[src/rtl/arb_mux_reg_if.sv]
// rtl/arb_mux_reg_if.sv - request/response bundle shared by the producers and the arbitrating output register
interface arb_mux_reg_if #(
  parameter int N     = 4,
  parameter int WIDTH = 32
);
  localparam int SEL_W = (N > 1) ? $clog2(N) : 1;

  logic [N-1:0]       in_valid;
  logic [N*WIDTH-1:0] in_data;
  logic [N-1:0]       in_ready;
  logic               out_valid;
  logic [WIDTH-1:0]   out_data;
  logic [SEL_W-1:0]   out_src;
  logic               out_ready;

  modport master (
    output in_valid, in_data, out_ready,
    input  in_ready, out_valid, out_data, out_src
  );

  modport slave (
    input  in_valid, in_data, out_ready,
    output in_ready, out_valid, out_data, out_src
  );
endinterface

[src/rtl/arb_mux_reg.sv]
// rtl/arb_mux_reg.sv - N-way round-robin or fixed-priority arbiter feeding one registered output slot
module arb_mux_reg #(
  parameter int N          = 4,
  parameter int WIDTH      = 32,
  parameter int FIXED_PRIO = 0
) (
  input logic           clk,
  input logic           rst,
  arb_mux_reg_if.slave  bus
);
  localparam int SEL_W = (N > 1) ? $clog2(N) : 1;
  localparam logic [SEL_W:0] N_W = (SEL_W + 1)'(N);

  logic [SEL_W-1:0] ptr;
  logic             out_valid_q;
  logic [WIDTH-1:0] out_data_q;
  logic [SEL_W-1:0] out_src_q;

  logic [2*N-1:0]   rot;
  logic             found;
  logic [SEL_W-1:0] off;
  logic [SEL_W:0]   sum;
  logic [SEL_W-1:0] gnt_idx;
  logic [WIDTH-1:0] gnt_data;
  logic [SEL_W:0]   nxt;
  logic             can_accept;
  logic             take;
  logic [N-1:0]     in_ready_c;

  assign can_accept = !out_valid_q || bus.out_ready;

  // Rotate requests so the search always starts at bit 0; ptr is pinned at 0 in fixed mode.
  always_comb begin
    rot   = {bus.in_valid, bus.in_valid} >> ptr;
    found = 1'b0;
    off   = '0;
    for (int i = N - 1; i >= 0; i--) begin
      if (rot[i]) begin
        found = 1'b1;
        off   = SEL_W'(i);
      end
    end
    sum = {1'b0, ptr} + {1'b0, off};
    if (sum >= N_W) sum = sum - N_W;
    gnt_idx = sum[SEL_W-1:0];
    nxt = {1'b0, gnt_idx} + (SEL_W + 1)'(1);
    if (nxt == N_W) nxt = '0;
  end

  assign take = found && can_accept && !rst;

  always_comb begin
    gnt_data   = '0;
    in_ready_c = '0;
    for (int i = 0; i < N; i++) begin
      if (gnt_idx == SEL_W'(i)) begin
        gnt_data      = bus.in_data[i*WIDTH +: WIDTH];
        in_ready_c[i] = take;
      end
    end
  end

  always_ff @(posedge clk) begin
    if (rst) begin
      out_valid_q <= 1'b0;
      out_data_q  <= '0;
      out_src_q   <= '0;
      ptr         <= '0;
    end else if (take) begin
      out_valid_q <= 1'b1;
      out_data_q  <= gnt_data;
      out_src_q   <= gnt_idx;
      if (FIXED_PRIO == 0) ptr <= nxt[SEL_W-1:0];
    end else if (bus.out_ready) begin
      out_valid_q <= 1'b0;
    end
  end

  assign bus.in_ready  = in_ready_c;
  assign bus.out_valid = out_valid_q;
  assign bus.out_data  = out_data_q;
  assign bus.out_src   = out_src_q;
endmodule

[src/flat_wrapper.sv]
// flat-port wrapper written by rule: the top's interface ports become plain ports
module arb_mux_reg_flat 
#(
  parameter int N          = 4,
  parameter int WIDTH      = 32,
  parameter int FIXED_PRIO = 0
)
  (clk, rst, bus_in_valid, bus_in_data, bus_out_ready, bus_in_ready, bus_out_valid, bus_out_data, bus_out_src);
  arb_mux_reg_if #(.N(N), .WIDTH(WIDTH)) bus_i ();
  input logic clk;
  input logic rst;
  input wire logic [$bits(bus_i.in_valid)-1:0] bus_in_valid;
  input wire logic [$bits(bus_i.in_data)-1:0] bus_in_data;
  input wire logic [$bits(bus_i.out_ready)-1:0] bus_out_ready;
  output wire logic [$bits(bus_i.in_ready)-1:0] bus_in_ready;
  output wire logic [$bits(bus_i.out_valid)-1:0] bus_out_valid;
  output wire logic [$bits(bus_i.out_data)-1:0] bus_out_data;
  output wire logic [$bits(bus_i.out_src)-1:0] bus_out_src;
  assign bus_i.in_valid = bus_in_valid;
  assign bus_i.in_data = bus_in_data;
  assign bus_i.out_ready = bus_out_ready;
  assign bus_in_ready = bus_i.in_ready;
  assign bus_out_valid = bus_i.out_valid;
  assign bus_out_data = bus_i.out_data;
  assign bus_out_src = bus_i.out_src;
  arb_mux_reg #(.N(N), .WIDTH(WIDTH), .FIXED_PRIO(FIXED_PRIO)) u_core (.clk(clk), .rst(rst), .bus(bus_i));
endmodule
[config.mk]
export PLATFORM = sky130hd
export DESIGN_NAME = arb_mux_reg_flat
export DESIGN_NICKNAME = d
export VERILOG_FILES = /design/src/rtl/arb_mux_reg_if.sv /design/src/rtl/arb_mux_reg.sv /design/src/flat_wrapper.sv
export SDC_FILE = /design/constraint.sdc
export NUM_CORES = 1
export LEC_CHECK = 0
export ABC_AREA = 1
export BUFFER_PORTS_ARGS = -buffer_cell sky130_fd_sc_hd__clkbuf_2
export CORE_AREA = 5 5 81 83
export CTS_CLUSTER_DIAMETER = 40
export CTS_CLUSTER_SIZE = 28
export DETAILED_ROUTE_END_ITERATION = 16
export DIE_AREA = 0 0 86 88
export PLACE_DENSITY = 0.84
export SLEW_MARGIN = 20
export SYNTH_ARGS = -nofsm -noshare
export SYNTH_HDL_FRONTEND = slang
export SYNTH_SLANG_ARGS = --single-unit
[constraint.sdc]
create_clock -name clk -period 4.3 [get_ports clk]
set_input_delay 0.645 -clock clk [delete_from_list [all_inputs] [get_ports clk]]
set_output_delay 0.645 -clock clk [all_outputs]
set_load 0.1 [all_outputs]
-- Word level (Yosys, flattened, before mapping)
Index checks and enable logic that the tools add are counted.
- output and inout port bits: 39
- register bits after elaboration: 37
- bits of input ports: 135
- word-level logic and storage cells: 40
- shift operators: 1
- order comparisons: 1
- $add $sub $neg: 3
- multiplexer cells: 20
- equality and inequality tests: 4
- reduce and logical (&&, ||, !) cells: 7
- operators by type and width (operator ; number):
    $mux 32 ; 4
    $mux 2 ; 6
    $mux 1 ; 10
    $shr 8x2->4 ; 1
    $eq 2x2->1 const B ; 2
    $add 2x1->3 const B ; 1
    $add 2x2->3 ; 1
    $eq 3x3->1 const B ; 1
    $ge 3x3->1 const B ; 1
    $eq 2x1->1 const B ; 1
    $logic_and 1x1->1 ; 2
    $logic_not 1->1 ; 2
    $logic_not 2->1 ; 1
    $reduce_bool 2->1 ; 1
    $sub 2x1->2 const B ; 1
    $logic_or 1x1->1 ; 1

-- Logic depth before layout (Yosys ltp)
Gate-level depths: netlist of the first run.
- depth in word-level cells: 13
- mapped depth: 21
- mapped depth without buffers: 20

-- Worst setup path after synthesis of the first run
No wires, ideal clock.
- path kind: input to output
- start point: in bus_in_valid[1]
- end point: out bus_in_ready[1]
- arrival time: 3636 ps
- path buffers: 2
- cell stages on the path: 15
- setup slack: 19 ps
- data required time: 3655 ps
- path through: nand2_1 > nand3_1 > nand2_1 > nand3_1 > a21boi_0 > ha_1 > xor2_1 > nand3b_1 > nand2_1 > inv_1 > ha_1 > clkbuf_1 > clkbuf_1 > inv_1 > nor2_1
- word-level cells in the longest chain between the ends: 10
- elaborated cells on any way between the ends: 17
- those cells by class: 2 x add/sub; 1 x order compare; 1 x eq/ne; 1 x shift; 10 x mux; 2 x reduce/logical
- RTL lines (item ; RTL line ; source):
    from (decl) ; flat_wrapper.sv:12 ; input wire logic [$bits(bus_i.in_valid)-1:0] bus_in_valid;
    $shr 8x2->4 (*) ; arb_mux_reg.sv:34 ; rot = {bus.in_valid, bus.in_valid} >> ptr;
    $mux 2 (3 in a row) ; arb_mux_reg.sv:38 ; if (rot[i]) begin
    $mux 2 (*) ; arb_mux_reg.sv:38 ;
    $add 2x2->3 (*) ; arb_mux_reg.sv:43 ; sum = {1'b0, ptr} + {1'b0, off};
    $ge 3x3->1 / $sub 2x1->2 (equally long branches) ; arb_mux_reg.sv:44 ; if (sum >= N_W) sum = sum - N_W;
    $mux 2 (*) ; arb_mux_reg.sv:44 ;
    net u_core.sum[1] ; arb_mux_reg.sv:22 ; logic [SEL_W:0] sum;
    $eq 2x1->1 (*) ; arb_mux_reg.sv:56 ; if (gnt_idx == SEL_W'(i)) begin
    $mux 1 (*) ; arb_mux_reg.sv:56 ;
    to (decl) ; flat_wrapper.sv:15 ; output wire logic [$bits(bus_i.in_ready)-1:0] bus_in_ready;
The timed path passes the listed nets; every way through them passes the cells marked *.

-- Worst setup path after layout of the first run
- start point: reg u_core.ptr[0]
- end point: out bus_in_ready[1]
- word-level cells in the longest chain between the ends: 10
- elaborated cells on any way between the ends: 17
- those cells by class: 2 x add/sub; 1 x order compare; 1 x eq/ne; 1 x shift; 10 x mux; 2 x reduce/logical
- RTL lines (item ; RTL line ; source):
    from (decl) ; arb_mux_reg.sv:14 ; logic [SEL_W-1:0] ptr;
    from (signal assigned) ; arb_mux_reg.sv:73 ; if (FIXED_PRIO == 0) ptr <= nxt[SEL_W-1:0];
    $shr 8x2->4 ; arb_mux_reg.sv:34 ;
    $mux 2 (4 in a row) ; arb_mux_reg.sv:38 ;
    $add 2x2->3 (*) ; arb_mux_reg.sv:43 ;
    $ge 3x3->1 / $sub 2x1->2 (equally long branches) ; arb_mux_reg.sv:44 ;
    $mux 2 (*) ; arb_mux_reg.sv:44 ;
    net u_core.sum[1] ; arb_mux_reg.sv:22 ;
    $eq 2x1->1 (*) ; arb_mux_reg.sv:56 ;
    $mux 1 (*) ; arb_mux_reg.sv:56 ;
Marked as above.

==> impl_metrics.tcl, run 1 <==
set metrics [dict create \
    outcome "completed" \
    cap_violations 0 \
    grt-busiest-layer "met2" \
    fmax_ghz 0.277 \
    via_per_inst 4.95 \
    crit_arrival_ps 2960 \
    ant_nets 0 \
    dp_hpwl_mm 6.40 \
    p_int_mw 1.29 \
    timing.rr.end "u_core.bus.out_data[14]" \
    cp.required_ps 3650 \
    num_rows 28 \
    grt_use_met3_pct 4.14 \
    drc 0 \
    dieArea_mm2 0.00757 \
    chipHeight_um 88 \
    yosys_register_bits 37 \
    routed_wl_mm 8.38 \
    critical_path.endpoint "bus_in_ready[1]" \
    clkSlewWorstSetupHoldPaths_ps 70 \
    finalNetCount 722 \
    period_share_pct 83.9 \
    crit_path_start_kind "flop" \
    layout-drive-gt1-share_pct 32.9 \
    seq_area_frac_synth_pct 29.9 \
    die_x_um 86 \
    p_sw_mw 2.13 \
    reg2reg_from "u_core.ptr[0]" \
    grt_pass1_wl_mm 13.4 \
    slew_headroom_pct 37.2 \
    layoutNonFillerInstCount 658 \
    clkPwrFrac_pct 6.7 \
    drt-pass1-iter-count 4 \
    comb_power_share_pct 77.8 \
    yosysMostFrequentCell "nand2_1" \
    drt_iter0_markers 161 \
    dp_cells 650 \
    antenna_found_initial 0 \
    synth_flop_cell "dfxtp_1" \
    rr_worst_depth 21 \
    met1_usage_pct 24.0 \
    critPathLaunch "u_core.ptr[0]" \
    power_leakage_nw 1.94 \
    synthCells 426 \
    avgSynthCellArea_um2 5.82 \
    ys_warn_count 0 \
    place.gp.congestion 0.814 \
    path_max_fanout 20 \
    synth_area_leaders "dfxtp_1 (30%), nand2_1 (27%), o21ai_0 (12%), nand3_1 (8.9%), a21oi_1 (6.7%)" \
    n_fill_cell 593 \
    synthTopCellsByCount "nand2_1 (181), o21ai_0 (60), nand3_1 (44)" \
    yosys.area.top_type "dfxtp_1" \
    vias 3254 \
    cts_resized 0 \
    insertion_delay_ps 270 \
    r2r_slack_ps 1150 \
    tns_ps 0 \
    finalMaxSlewViolations 0 \
    syn_nets 566 \
    area_growth_pct 39.9 \
    clock-root-buffer "clkbuf_8" \
    synth_edf_count 0 \
    setup_viol 0 \
    antenna_cells 0 \
    rsz0062_at_grt "no" \
    p_seq_share_pct 15.5 \
    cts.sinks 37 \
    fin_crit_ps 3610 \
    yosysUniqueCellTypes 20 \
    min_path_type "flop to flop" \
    max-clock-path-buffers 2 \
    grt_max_degree 65 \
    max_slew.worst_pin.slew_ps 936 \
    grt_pass1_vias 3119 \
    end_kind "output pin" \
    ir_worst_vdd_mv 0.574 \
    ioPinCount 174 \
    cts_setup_buffers 0 \
    wire_per_inst_um 12.7 \
    cellPowerDensity_mw_per_mm2 986 \
    hold_viol_final 0 \
    path_class "flop to output pin" \
    grt_overflow 0 \
    syn_area_mm2 0.00248 \
    p_sw_share_pct 62.2 \
    htree_levels 2 \
    cts_buffers 5 \
    coreArea_mm2 0.00578 \
    finClkSkew_ps 2.00 \
    total_power_mw 3.42 \
    start_util_pct 42.9 \
    track_usage_pct 21.6 \
    grt_use_met2_pct 40.5 \
    async_flop_share_pct 0 \
    synth_top_area_share_pct 29.9 \
    port_buffers 173 \
    cts_tree "built" \
    ctsHoldBuffers 0 \
]
worst min path at each step:
| stage | startpoint | to | cells past startpoint |
|---|---|---|---|
| 6_report | u_core.bus.out_data[31] | u_core.bus.out_data[31] | 2 |
| 3_5_place_dp | u_core.bus.out_data[10] | u_core.bus.out_data[10] | 2 |
| 5_1_grt | u_core.bus.out_data[0] | u_core.bus.out_data[0] | 2 |
| 2_1_floorplan | u_core.ptr[0] | u_core.ptr[0] | 2 |
| 3_3_place_gp | u_core.bus.out_src[0] | u_core.bus.out_src[0] | 2 |
| 4_1_cts | u_core.bus.out_data[10] | u_core.bus.out_data[10] | 2 |
area by class of cell:
type / instances / area [um2] / share of cell area (%)
tap: 75 / 93.8 / 2.71
inverter: 13 / 48.8 / 1.41
sequential: 37 / 741 / 21.4
timing repair buffer: 181 / 958 / 27.6
multi-input combinational: 344 / 1550 / 44.6
clock buffer: 8 / 80.1 / 2.31
cells by family (layout without fill, tap and decap cells):
kind of cell	Yosys count	in the layout	synth area share, %
AND/OR/NAND/NOR	238	238	38.5
buffers and inverters	45	202	7.98
AO/OA/AOI/OAI	100	100	20.7
XOR/XNOR	1	1	0.353
flip-flops	37	37	29.9
adder cells (fa/ha/maj)	5	5	2.52
placed cells by master (no fill, tap or decap), types with 2 or more instances in the layout:
master,instances
nand2_1,181
clkbuf_2,170
o21ai_0,60
nand3_1,44
dfxtp_1,37
a21oi_1,33
inv_1,10
nor2_1,10
buf_4,9
o21ai_1,5
clkbuf_8,5
ha_1,4
clkbuf_1,3
inv_2,2
buf_12,2
layer usage:
layer	share of wire (%)	wire length [um]
met1	40	3310
met2	51	4260
met3	8.0	668
met4	1.7	142
met5	0	0
critical path: stages (launching register included):
cell and delay (ps):
dfxtp_1 470, inv_2 100, nand2_1 100, nand3_1 80, nand2_1 100, nand3_1 70
a21boi_0 170, ha_1 180, xor2_1 170, nand3b_1 130, nand2_1 120, inv_1 110
ha_1 170, buf_4 250, inv_1 60, nor2_1 200, buf_12 210
registers in the layout, summed over array words and instances (netlist names):
signal / count
u_core.bus.out_data: 32
u_core.bus.out_valid: 1
u_core.ptr: 2
u_core.bus.out_src: 2
stage by stage:
stage | hold WS, ps | util, % | area (um2) | worst slack [ps]
floorplan | 534 | - | 2480 | 19.1
global placement | 450 | 58.6 | 3390 | 924
detailed placement | 457 | 58.6 | 3390 | 829
CTS | 467 | 60.0 | 3470 | 704
global route | 485 | 60.0 | 3470 | 442
finish | 465 | 60.0 | 3470 | 690
power groups by stage:
stage	combinational, mW	clock [mW]	sequential (mW)
floorplan	1.39	0	1.27
global placement	2.60	0	0.529
detailed placement	2.67	0	0.536
CTS	2.67	0.237	0.529
global route	2.95	0.248	0.545
finish	2.66	0.228	0.530
Power figures use the tool's default switching activity.
==> inputs of run 2 (changes only) <==
- ABC_AREA: 1 -> 0
- CORE_AREA: 5 5 81 83 -> 5 5 87 89
- DIE_AREA: 0 0 86 88 -> 0 0 92 94
- PLACE_DENSITY: 0.84 -> 0.77
- clock period: 4.3 -> 2.95 ns (I/O delays scaled with it)
==> run 2 against run 1 <==
Clock power rose by 54%. Via count shrank 6.2%. Critical path depth down 2. Global-route usage is 3.2 points lower. Worst setup slack lost 620 ps. Largest power group unchanged. First-iteration DRC count is 44% lower.
==> impl_metrics.tcl, run 2 <==
set metrics [dict create \
    path_max_fanout 8 \
    wire_per_inst_um 14.9 \
    cp_cell_sequence "buf_6 > nor2_4 > nand2_1 > nand2_1 > nand2_1 > o2111ai_2 > ha_2 > xnor2_2 > and3_4 > or2_4 > ha_4 > buf_6 > and2_4 > buf_12" \
    crit_arrival_ps 2430 \
    setup_ws_ps 74.2 \
    avgSynthCellArea_um2 7.65 \
    antenna_found_initial 0 \
    yosys.area.top_type "dfxtp_1" \
    drc 0 \
    min_path_type "input port to flop" \
    coreArea_mm2 0.00668 \
    mostFrequentLayoutCells "clkbuf_2 (169), a21oi_1 (36), dfxtp_1 (36)" \
    clock-root-buffer "clkbuf_8" \
    max_slew.worst_pin.slew_ps 760 \
    timing.rr.end "u_core.bus.out_data[21]" \
    via_per_inst 5.34 \
    finClkSkew_ps 8.20 \
    cp.required_ps 2510 \
    chipHeight_um 94 \
    grt_max_degree 65 \
    r2r_slack_ps 140 \
    ys_warn_count 0 \
    cap_violations 0 \
    fin_util_pct 57.4 \
    die_x_um 92 \
    ir_worst_vdd_mv 0.630 \
    end_kind "output pin" \
    cts_buffers 5 \
    rsz0062_at_grt "yes" \
    slew_headroom_pct 48.9 \
    holdPathStages 3 \
    rr_worst_depth 17 \
    grt_pass1_vias 2902 \
    htree_levels 2 \
    syn_nets 465 \
    antenna_cells 0 \
    routed_wl_mm 8.52 \
    crit_path_start_kind "flop" \
    grt_overflow 0 \
    syn_area_mm2 0.00249 \
    ant_nets 0 \
    cts_tree "built" \
    synthCells 325 \
    area_growth_pct 54.3 \
    finalMaxSlewViolations 0 \
    track_usage_pct 18.4 \
    setup_viol 0 \
    drt_iter0_markers 90 \
    yosysUniqueCellTypes 31 \
    drt-pass1-iter-count 4 \
    port_buffers 173 \
    yosys_register_bits 37 \
    dp_hpwl_mm 6.54 \
    fin_crit_ps 2880 \
    reg2reg_from "u_core.ptr[0]" \
    largest_reg_flops 32 \
    critPathSlowestCell "dfxtp_2" \
    vias 3053 \
    tns_ps 0 \
    cpMostUsedCell "nand2_1" \
    async_flop_share_pct 0 \
    layout-drive-gt1-share_pct 48.4 \
    hold_end "u_core.bus.out_data[12]" \
    synthTopCellsByCount "a21oi_1 (38), dfxtp_1 (37), nand3b_1 (34), nor2b_1 (34), nor3_1 (34)" \
    place.gp.congestion 0.882 \
    synth_edf_count 0 \
    path_buf_inv 3 \
    seq_area_frac_synth_pct 29.8 \
    hold_viol_final 0 \
    path_class "flop to output pin" \
    ioPinCount 174 \
    finalNetCount 632 \
    max-clock-path-buffers 2 \
    crit_family "simple AND/OR/NAND/NOR gates" \
    hp-start "bus_in_data[108]" \
    clkSlewWorstSetupHoldPaths_ps 70 \
    cpPeakStageDelay_ps 340 \
    num_rows 30 \
    place_ws_ps -156 \
    grt_pass1_wl_mm 13.1 \
    outcome "completed" \
    period_share_pct 97.5 \
    synth_top_area_share_pct 29.8 \
    insertion_delay_ps 280 \
    layout_commonest_cell "clkbuf_2" \
    cellPowerDensity_mw_per_mm2 1140 \
    yosysMostFrequentCell "a21oi_1" \
    synth_area_leaders "dfxtp_1 (30%), a221oi_1 (11%), nand3b_1 (10%), nor2b_1 (8.6%), a21oi_1 (7.6%)" \
    cts.sinks 37 \
    total_power_mw 4.36 \
    synth_flop_cell "dfxtp_1" \
    fmax_ghz 0.348 \
    dieArea_mm2 0.00865 \
    start_util_pct 37.2 \
    power_leakage_nw 1.73 \
]
## run 2: logic make-up (layout without fill, tap and decap cells)
group	Yosys count	after routing	synth area share, %
simple gates	136	136	32.7
compound gates	108	108	27.7
buf+inv	38	205	6.99
flops	37	37	29.8
fa+ha+maj	5	5	2.52
xor+xnor	1	1	0.352
## run 2: layer usage
layer / vias up / share of wire [%] / track usage (%)
li1: 1535 / - / -
met1: 1409 / 38 / 19.7
met2: 103 / 54 / 34.9
met3: 6 / 7.6 / 6.09
met4: 0 / 0.69 / 3.84
met5: - / 0 / 0
## run 2: report_power, final
| group | switching (mW) | internal (mW) |
|---|---|---|
| Combinational | 2.20 | 1.05 |
| Clock | 0.167 | 0.185 |
| Sequential | 0.0922 | 0.663 |
| Total | 2.46 | 1.90 |
## run 2: final cells by class
class / count / area, um2
tap: 80 / 100
clock inverter: 1 / 7.51
multi-input combinational: 250 / 1720
sequential: 37 / 742
timing repair buffer: 197 / 1180
inverter: 1 / 3.75
clock buffer: 6 / 82.6
fill: 613 / 2840
## run 2: through the flow
step / area (um2) / std cells / hold WS, ps
floorplan: 2630 / 325 / 524
global route: 3840 / 572 / 416
finish: 3840 / 572 / 424
detailed placement: 3640 / 561 / 459
CTS: 3740 / 568 / 416
global placement: 3640 / 561 / 465
## run 2: worst max-delay path by stage
| stage | startpoint | to | slack, ps | cells past startpoint |
|---|---|---|---|---|
| after floorplan | bus_in_valid[2] | bus_in_ready[3] | -110 | 11 |
| after global placement | bus_in_valid[2] | u_core.bus.out_data[21] | -80 | 14 |
| after detailed placement | bus_in_valid[2] | u_core.bus.out_data[21] | -160 | 14 |
| after CTS | u_core.ptr[0] | bus_in_ready[0] | -3 | 14 |
| after global routing | u_core.ptr[0] | bus_in_ready[0] | -20 | 14 |
| final | u_core.ptr[0] | bus_in_ready[0] | 70 | 14 |
## run 2: timing repair
action                                  CTS  global route
pin swaps                                 3             5
hold buffers                              0             0
buffers inserted                          0             4
endpoints found under the setup margin    3            33
endpoints found under the hold margin     0             0
resized for setup                         5            14
## run 2: worst register-to-register path: stages (launching register included)
cell and delay, ps:
dfxtp_2 340, buf_6 140, nor2_4 30, nand2_1 60
nand2_1 50, nand2_1 70, o2111ai_2 120, ha_2 220
xnor2_2 140, and3_4 190, or2_4 240, ha_4 160
nor2b_2 160, buf_12 160, a221oi_1 320, nor3_1 90
a21oi_1 130, o21ai_1 70
